===== src/rtl/ccff_chain_loader_if.sv =====
// ============================================================================
// Module  : ccff_chain_loader_if
// Purpose : Host-to-loader bitstream word handshake (valid/ready plus data).
// Rev     : 1.0 - initial release
// ============================================================================
`default_nettype none

interface ccff_chain_loader_if #(
    parameter int WORD_W = 8
) ();
    logic              cfg_valid;
    logic [WORD_W-1:0] cfg_data;
    logic              cfg_ready;

    modport master (
        output cfg_valid,
        output cfg_data,
        input  cfg_ready
    );

    modport slave (
        input  cfg_valid,
        input  cfg_data,
        output cfg_ready
    );
endinterface

`default_nettype wire


===== src/rtl/ccff_chain_loader.sv =====
// ============================================================================
// Module  : ccff_chain_loader
// Purpose : Serializes host words onto ccff_head for exactly CHAIN_LEN bits;
//           optional ccff_tail readback enabled by macro CCFF_READBACK_EN.
// Rev     : 1.0 - initial release
// ============================================================================
`default_nettype none

module ccff_chain_loader #(
    parameter int CHAIN_LEN = 64,
    parameter int WORD_W    = 8
) (
    input  logic               prog_clk,
    input  logic               pReset_n,
    input  logic               start,
    input  logic               abort,
    ccff_chain_loader_if.slave cfg,
    output logic               ccff_head,
    output logic               config_enable,
    input  logic               ccff_tail,
    output logic               busy,
    output logic               done,
    output logic               err,
    output logic               rb_valid,
    output logic [WORD_W-1:0]  rb_data
);
    localparam int BS_W  = $clog2(CHAIN_LEN + 1);
    localparam int IDX_W = (WORD_W > 1) ? $clog2(WORD_W) : 1;

    typedef enum logic [1:0] {
        S_IDLE  = 2'd0,
        S_FETCH = 2'd1,
        S_SHIFT = 2'd2
    } state_t;

    state_t            state_q;
    logic [WORD_W-1:0] sr_q;
    logic [BS_W-1:0]   bits_sent_q;
    logic [IDX_W-1:0]  idx_q;
    logic [IDX_W-1:0]  last_q;
    logic              cfg_ready_q;
    logic              ccff_head_q;
    logic              config_enable_q;
    logic              busy_q;
    logic              done_q;
    logic              err_q;

    logic [31:0]       remain_d;
    logic [IDX_W-1:0]  last_d;

    // Index of the last bit to shift from the word about to be accepted.
    always_comb begin
        remain_d = 32'(CHAIN_LEN) - 32'(bits_sent_q);
        if (remain_d >= 32'(WORD_W)) begin
            last_d = IDX_W'(WORD_W - 1);
        end else begin
            last_d = IDX_W'(remain_d - 32'd1);
        end
    end

    always_ff @(posedge prog_clk) begin
        if (!pReset_n) begin
            state_q         <= S_IDLE;
            sr_q            <= '0;
            bits_sent_q     <= '0;
            idx_q           <= '0;
            last_q          <= '0;
            cfg_ready_q     <= 1'b0;
            ccff_head_q     <= 1'b0;
            config_enable_q <= 1'b0;
            busy_q          <= 1'b0;
            done_q          <= 1'b0;
            err_q           <= 1'b0;
        end else begin
            done_q <= 1'b0;
            case (state_q)
                S_IDLE: begin
                    if (start) begin
                        state_q     <= S_FETCH;
                        busy_q      <= 1'b1;
                        cfg_ready_q <= 1'b1;
                        err_q       <= 1'b0;
                        bits_sent_q <= '0;
                    end
                end
                S_FETCH: begin
                    if (abort) begin
                        state_q     <= S_IDLE;
                        busy_q      <= 1'b0;
                        cfg_ready_q <= 1'b0;
                        err_q       <= 1'b1;
                    end else if (cfg.cfg_valid && cfg_ready_q) begin
                        // First bit goes out immediately; the rest wait in sr_q.
                        state_q         <= S_SHIFT;
                        cfg_ready_q     <= 1'b0;
                        sr_q            <= cfg.cfg_data >> 1;
                        ccff_head_q     <= cfg.cfg_data[0];
                        config_enable_q <= 1'b1;
                        bits_sent_q     <= bits_sent_q + BS_W'(1);
                        idx_q           <= '0;
                        last_q          <= last_d;
                    end
                end
                S_SHIFT: begin
                    if (abort) begin
                        state_q         <= S_IDLE;
                        busy_q          <= 1'b0;
                        config_enable_q <= 1'b0;
                        ccff_head_q     <= 1'b0;
                        err_q           <= 1'b1;
                    end else if (idx_q != last_q) begin
                        ccff_head_q <= sr_q[0];
                        sr_q        <= sr_q >> 1;
                        idx_q       <= idx_q + IDX_W'(1);
                        bits_sent_q <= bits_sent_q + BS_W'(1);
                    end else begin
                        config_enable_q <= 1'b0;
                        ccff_head_q     <= 1'b0;
                        if (bits_sent_q == BS_W'(CHAIN_LEN)) begin
                            state_q <= S_IDLE;
                            busy_q  <= 1'b0;
                            done_q  <= 1'b1;
                        end else begin
                            state_q     <= S_FETCH;
                            cfg_ready_q <= 1'b1;
                        end
                    end
                end
                default: begin
                    state_q <= S_IDLE;
                end
            endcase
        end
    end

    assign cfg.cfg_ready  = cfg_ready_q;
    assign ccff_head      = ccff_head_q;
    assign config_enable  = config_enable_q;
    assign busy           = busy_q;
    assign done           = done_q;
    assign err            = err_q;

`ifdef CCFF_READBACK_EN
    logic [WORD_W-1:0] rb_sh_q;
    logic [WORD_W-1:0] rb_sh_d;
    logic [WORD_W-1:0] rb_data_q;
    logic              rb_valid_q;

    // Readback groups line up with host words, so the word bit index doubles as the slot.
    always_comb begin
        rb_sh_d        = rb_sh_q;
        rb_sh_d[idx_q] = ccff_tail;
    end

    always_ff @(posedge prog_clk) begin
        if (!pReset_n) begin
            rb_sh_q    <= '0;
            rb_data_q  <= '0;
            rb_valid_q <= 1'b0;
        end else begin
            rb_valid_q <= 1'b0;
            if (state_q == S_SHIFT) begin
                if (abort) begin
                    rb_sh_q <= '0;
                end else if (idx_q == last_q) begin
                    rb_data_q  <= rb_sh_d;
                    rb_valid_q <= 1'b1;
                    rb_sh_q    <= '0;
                end else begin
                    rb_sh_q <= rb_sh_d;
                end
            end
        end
    end

    assign rb_valid = rb_valid_q;
    assign rb_data  = rb_data_q;
`else
    logic unused_tail_w;
    assign unused_tail_w = ccff_tail;
    assign rb_valid      = 1'b0;
    assign rb_data       = '0;
`endif

endmodule

`default_nettype wire


===== src/flat_wrapper.sv =====
// flat-port wrapper written by rule: the top's interface ports become plain ports
module ccff_chain_loader_flat 
#(
    parameter int CHAIN_LEN = 64,
    parameter int WORD_W    = 8
)
  (prog_clk, pReset_n, start, abort, ccff_head, config_enable, ccff_tail, busy, done, err, rb_valid, rb_data, cfg_cfg_valid, cfg_cfg_data, cfg_cfg_ready);
  ccff_chain_loader_if #(.WORD_W(WORD_W)) cfg_i ();
  input  logic prog_clk;
  input  logic pReset_n;
  input  logic start;
  input  logic abort;
  output logic ccff_head;
  output logic config_enable;
  input  logic ccff_tail;
  output logic busy;
  output logic done;
  output logic err;
  output logic rb_valid;
  output logic [WORD_W-1:0] rb_data;
  input wire logic [$bits(cfg_i.cfg_valid)-1:0] cfg_cfg_valid;
  input wire logic [$bits(cfg_i.cfg_data)-1:0] cfg_cfg_data;
  output wire logic [$bits(cfg_i.cfg_ready)-1:0] cfg_cfg_ready;
  assign cfg_i.cfg_valid = cfg_cfg_valid;
  assign cfg_i.cfg_data = cfg_cfg_data;
  assign cfg_cfg_ready = cfg_i.cfg_ready;
  ccff_chain_loader #(.CHAIN_LEN(CHAIN_LEN), .WORD_W(WORD_W)) u_core (.prog_clk(prog_clk), .pReset_n(pReset_n), .start(start), .abort(abort), .cfg(cfg_i), .ccff_head(ccff_head), .config_enable(config_enable), .ccff_tail(ccff_tail), .busy(busy), .done(done), .err(err), .rb_valid(rb_valid), .rb_data(rb_data));
endmodule

===== config.mk =====
export PLATFORM = sky130hd
export DESIGN_NAME = ccff_chain_loader_flat
export DESIGN_NICKNAME = d
export VERILOG_FILES = /design/src/rtl/ccff_chain_loader_if.sv /design/src/rtl/ccff_chain_loader.sv /design/src/flat_wrapper.sv
export SDC_FILE = /design/constraint.sdc
export NUM_CORES = 1
export LEC_CHECK = 0
export ABC_AREA = 1
export CAP_MARGIN = 20
export CORE_ASPECT_RATIO = 0.8
export CORE_MARGIN = 2
export CORE_UTILIZATION = 55
export CTS_BUF_LIST = sky130_fd_sc_hd__clkbuf_8
export DETAILED_ROUTE_END_ITERATION = 16
export PLACE_DENSITY = 0.82
export SYNTH_ARGS = -nofsm -noshare
export SYNTH_HDL_FRONTEND = slang
export SYNTH_SLANG_ARGS = --single-unit

===== constraint.sdc =====
create_clock -name prog_clk -period 2.01 [get_ports prog_clk]
set_input_delay 0.201 -clock prog_clk [delete_from_list [all_inputs] [get_ports prog_clk]]
set_output_delay 0.201 -clock prog_clk [all_outputs]
set_load 0.05 [all_outputs]

==> results of run 1 <==
## logic make-up (layout without fill, tap and decap cells)
group	after synthesis	count (layout)	synth area share (%)
flip-flops	28	28	31.5
AND/OR/NAND/NOR	140	140	36.2
other	1	9	0.210
XOR/XNOR	3	3	1.47
AO/OA/AOI/OAI	39	39	12.6
adder cells (fa/ha/maj)	8	8	5.62
buffers and inverters	44	57	12.4
## metal layers
metal,GRT usage [%],wire [um]
met1,31.2,1920
met2,35.0,1600
met4,3.06,18
met3,4.86,153
met5,0,0
## cell type report
class / count / share of cell area, %
clock buffer: 4 / 2.70
inverter: 27 / 5.09
multi-input combinational: 199 / 50.5
sequential: 28 / 27.5
tap: 40 / 2.45
timing repair buffer: 26 / 11.8
## layout by cell type, fill, tap and decap left out, drive strengths merged
| master | instances |
|---|---|
| inv | 27 |
| clkbuf | 4 |
| xor2 | 1 |
| conb | 9 |
| nor3 | 4 |
| o21bai | 2 |
| nand3 | 15 |
| o22ai | 1 |
| o21ai | 11 |
| xnor2 | 2 |
| dfxtp | 28 |
| nand4 | 20 |
| nor4 | 1 |
| nor2 | 21 |
| or2 | 2 |
| ha | 8 |
| clkdlybuf4s50 | 18 |
| a21oi | 24 |
| nand2 | 77 |
| a31oi | 1 |
| buf | 8 |
## state kept, by name (all words and copies together) (netlist names), 2 cells and up
| register | cells |
|---|---|
| u_core.sr_q | 7 |
| u_core.bits_sent_q | 7 |
| u_core.state_q | 2 |
| u_core.last_q | 3 |
| u_core.idx_q | 3 |
## per-stage QoR
| stage | std cells | setup slack [ps] | hold WS (ps) |
|---|---|---|---|
| after floorplan | 271 | 434 | 280 |
| after global placement | 320 | 243 | 449 |
| after detailed placement | 320 | 212 | 456 |
| after CTS | 324 | 194 | 472 |
| after global routing | 324 | 31.3 | 491 |
| final | 324 | 194 | 467 |
## how the worst max path moves through the flow
stage                                       end  cells past startpoint                  from
after floorplan           u_core.bits_sent_q[1]                      5  u_core.cfg.cfg_ready
after global placement    u_core.bits_sent_q[1]                      8     u_core.state_q[0]
after detailed placement  u_core.bits_sent_q[1]                      8     u_core.state_q[0]
after CTS                 u_core.bits_sent_q[1]                      8     u_core.state_q[0]
after global routing      u_core.bits_sent_q[0]                      8     u_core.state_q[0]
final                     u_core.bits_sent_q[1]                      8     u_core.state_q[0]
## power by group through the flow
stage | Combinational (mW) | Clock (mW) | Sequential [mW]
final | 1.38 | 0.353 | 0.747
after global routing | 1.54 | 0.387 | 0.762
after CTS | 1.37 | 0.362 | 0.745
after detailed placement | 1.36 | 0 | 0.757
after global placement | 1.35 | 0 | 0.756
after floorplan | 0.965 | 0 | 0.841
## worst max-delay path, delay by kind of cell (launching register included)
kind	cells	cell delay (ps)
DFF	1	400
buffers and inverters	2	230
adders and majority gates	1	320
and+or+nand+nor	3	460
AOI/OAI and AO/OA	2	310
==> flow_summary.toml, run 1 <==
[synthesis]
synth_area_leader_cell = "dfxtp_1"
synth_top_cell_area_share_pct = 31.5
syn_avg_cell_area_um2 = 6.77
synth_common_cells = "nand2_1 (76), dfxtp_1 (28), a21oi_1 (24), inv_1 (24)"
syn_area_mm2 = 0.00178
synth_flop_cell = "dfxtp_1"
synthCells = 263
yosysUniqueCellTypes = 31
synth-async-reset-ratio_pct = 0
synthTopCellsByArea = "dfxtp_1 (31%), nand2_1 (16%), a21oi_1 (6.7%)"
ys_ff_latch = 28
synth-edff-count = 0
ys_warn_count = 0
synth-seq-area-share_pct = 31.5
yosysMostFrequentCell = "nand2_1"

[timing]
rsz0062_at_grt = "false"
period_needed_ps = 1820
tightestPinTransition_ps = 737
max_freq_ghz = 0.551
period_share_pct = 90.4
drv_slew = 0
tns_ps = 0
setup_viol = 0
hold_viol_final = 0
finalClockSkew_ps = 6.05
slew_headroom_pct = 50.8

[placed_design]
post-dp-hpwl_um = 2840
place_area_mm2 = 0.00198
io_buffers = 18
gp_congestion = 0.877

[die]
dieHeight_um = 54.9
start_util_pct = 57.7
num_io_pins = 29
rows = 18
coreArea_mm2 = 0.00309
die-area_mm2 = 0.00371
die_x_um = 67.6

[detailed_routing]
wl_per_cell_um = 11.4
drc = 0
via_count = 1700
drt_iter0_markers = 147
first_pass_iters = 4
wl_um = 3690
ant_nets = 0
via_per_inst = 5.25

[setup_path]
crit_type = "reg -> reg"
cp_slowest_cell = "dfxtp_1"
start_kind = "register"
reg2reg_depth = 8
critPathArrivalTime_ps = 1990
worst_ep_required_time_ps = 2190
rrSetupSlack_ps = 190
endpoint_kind = "register"
cp_slowest_stage_delay_ps = 400
r2r_end = "u_core.bits_sent_q[1]"
reg2reg_from = "u_core.state_q[0]"
crit_path_max_fanout = 9
cp_cell_sequence = "inv_1, ha_1, inv_4, o21ai_2, nor2_4, nand3_2, o21ai_1, nor2_1"

[clock_network]
cts_setup_buffers = 0
cts_max_path_buffers = 2
clock_latency_ps = 280
cts_made_buffers = 3
cts_root_buf = "clkbuf_8"
cts_tree = "done"
clk_pin_slew_ps = 100
ctsResizeCount = 0
cts.sinks = 28
h-tree-depth = 1
hold_buffers = 0

[pwr]
ir_drop_mv = 0.864
clkPwrFrac_pct = 14.2
p_comb_share_pct = 55.6
powerDensity_mw_per_mm2 = 1220
total_power_mw = 2.48
p_sw_share_pct = 46.9
pwr-share-seq_pct = 30.1
p_sw_mw = 1.16
p_int_mw = 1.32
leakage_nw = 0.871

[status]
status = "completed"

[grt]
grt_max_degree = 24
grt_pass1_vias = 1374
gr-usage-all-layers_pct = 21.9
grt_pass1_wl_um = 6160
antenna_found_initial = 0
grt.overflow.total = 0

[min_path]
hold_class = "reg -> reg"
worstHoldPathCells = 2
min_to = "u_core.sr_q[3]"
min_from = "u_core.sr_q[3]"

[layout]
utilization_pct = 66.1
drive_gt1_share_pct = 9.15
syn_to_final_growth_pct = 14.5
multiInputGateArea_mm2 = 0.00103
fillerInstances = 267
register_area_um2 = 561
final_cell_area_mm2 = 0.00204
nNetsFinal = 307
diodes = 0

[flow_run]
cap_viol_max_count = 0
Power figures use the tool's default switching activity.
==> run 2: changes to the inputs <==
- RECOVER_POWER: default -> 100
==> run 2 against run 1 <==
Effect of this change:
- final cell count stayed put
- worst setup slack better by 4.4 ps
- clock skew hardly changed
- combinational power fell by 3%
- clock-buffer cell count did not move
- register-to-register slack is essentially flat
- critical endpoint unchanged
- power decreased by 1.7%
- sequential share of layout area rose by 0.26 points
- highest routed layer unchanged
==> flow_summary.toml, run 2 (synthesis gave the netlist of run 1 again) <==
[status]
status = "completed"

[clock_network]
hold_buffers = 0
cts.sinks = 28
cts_setup_buffers = 0
cts_made_buffers = 3
h-tree-depth = 1
cts_max_path_buffers = 2
clock_latency_ps = 280
ctsResizeCount = 0
cts_tree = "done"
clk_pin_slew_ps = 100
cts_root_buf = "clkbuf_8"

[pwr]
leakage_nw = 0.878
ir_drop_mv = 0.841
powerDensity_mw_per_mm2 = 1210

[die]
start_util_pct = 57.7
num_io_pins = 29
die-area_mm2 = 0.00371
coreArea_mm2 = 0.00309
dieHeight_um = 54.9
die_x_um = 67.6
rows = 18

[detailed_routing]
first_pass_iters = 4
ant_nets = 0
via_per_inst = 5.23
drt_iter0_markers = 132
via_count = 1696
drc = 0
wl_um = 3700
wl_per_cell_um = 11.4

[placed_design]
post-dp-hpwl_um = 2840
io_buffers = 18
place_area_mm2 = 0.00198
gp_congestion = 0.877

[setup_path]
r2r_end = "u_core.bits_sent_q[1]"
reg2reg_depth = 8
reg2reg_from = "u_core.state_q[0]"
start_kind = "register"
crit_type = "reg -> reg"
worst_ep_required_time_ps = 2190
rrSetupSlack_ps = 200
critPathArrivalTime_ps = 1990
endpoint_kind = "register"
crit_path_max_fanout = 9
crit_path_start = "u_core.state_q[0]"

[timing]
rsz0062_at_grt = "false"
max_freq_ghz = 0.552
hold_viol_final = 0
whs_ps = 466
slew_headroom_pct = 51.0
period_share_pct = 90.1
tightestPinTransition_ps = 734
period_needed_ps = 1810
drv_slew = 0
tns_ps = 0
setup_viol = 0
finalClockSkew_ps = 5.86

[layout]
nNetsFinal = 307
diodes = 0
reg.largest.list = "u_core.bits_sent_q: 7 flops, u_core.sr_q: 7 flops"
final_cell_area_mm2 = 0.00202
final_common_cell = "nand2_1"
syn_to_final_growth_pct = 13.4
final_cell_mix = "nand2_1 (77), dfxtp_1 (28), inv_1 (24), a21oi_1 (24), nand4_1 (20)"
drive_gt1_share_pct = 8.45

[flow_run]
cap_viol_max_count = 0

[min_path]
min_from = "u_core.busy"
hold_class = "reg -> reg"
worstHoldPathCells = 2
min_to = "u_core.busy"

[grt]
grt_pass1_vias = 1374
grt_pass1_wl_um = 6160
grt.overflow.total = 0
antenna_found_initial = 0
gr-usage-all-layers_pct = 21.9
grt_max_degree = 24
-- run 2: metal layers --
metal	vias up	track usage [%]	share of wire (%)
li1	891	-	-
met1	761	31.2	52
met2	40	35.0	43
met3	4	4.86	4.2
met4	0	3.06	0.49
met5	-	0	0
-- run 2: power by group --
group          internal (mW)  switching [mW]  total [mW]
combinational          0.457           0.882        1.34
sequential             0.662          0.0829       0.745
clock                  0.176           0.176       0.352
total                   1.29            1.14        2.44
-- run 2: worst max-delay path by stage --
stage	end	slack, ps	cells past startpoint
after floorplan	u_core.bits_sent_q[1]	430	5
final	u_core.bits_sent_q[1]	200	8
after global routing	u_core.config_enable	20	9
after global placement	u_core.bits_sent_q[1]	240	8
after detailed placement	u_core.bits_sent_q[1]	210	8
after CTS	u_core.bits_sent_q[1]	190	8
-- run 2: layout make-up --
cell class / count / area [um2]
Clock buffer: 4 / 55.1
Fill cell: 272 / 1060
Inverter: 27 / 104
Multi-Input combinational cell: 199 / 1010
Sequential cell: 28 / 561
Tap cell: 40 / 50.0
Timing Repair Buffer: 26 / 240
-- run 2: worst max-delay path, cell delays in order (launching register included) --
cell,delay (ps)
dfxtp_1,400
inv_1,80
ha_1,310
inv_4,140
o21ai_2,90
nor2_4,190
nand3_2,200
o21ai_1,230
nor2_1,60
-- run 2: stage by stage --
| step | instances | total power, mW | worst slack, ps | utilization, % |
|---|---|---|---|---|
| after detailed placement | 320 | 2.12 | 212 | 64.3 |
| after global routing | 324 | 2.65 | 18.2 | 65.5 |
| after CTS | 324 | 2.47 | 194 | 66.1 |
| after global placement | 320 | 2.10 | 243 | 64.3 |
| final | 324 | 2.44 | 198 | 65.5 |
| after floorplan | 271 | 1.81 | 434 | - |
==> run 3: changes to the inputs <==
- CTS_CLUSTER_SIZE: default -> 24
- SLEW_MARGIN: default -> 20
==> results of run 3 <==
No change in the layout: final DEF, timing and power equal those of run 2.
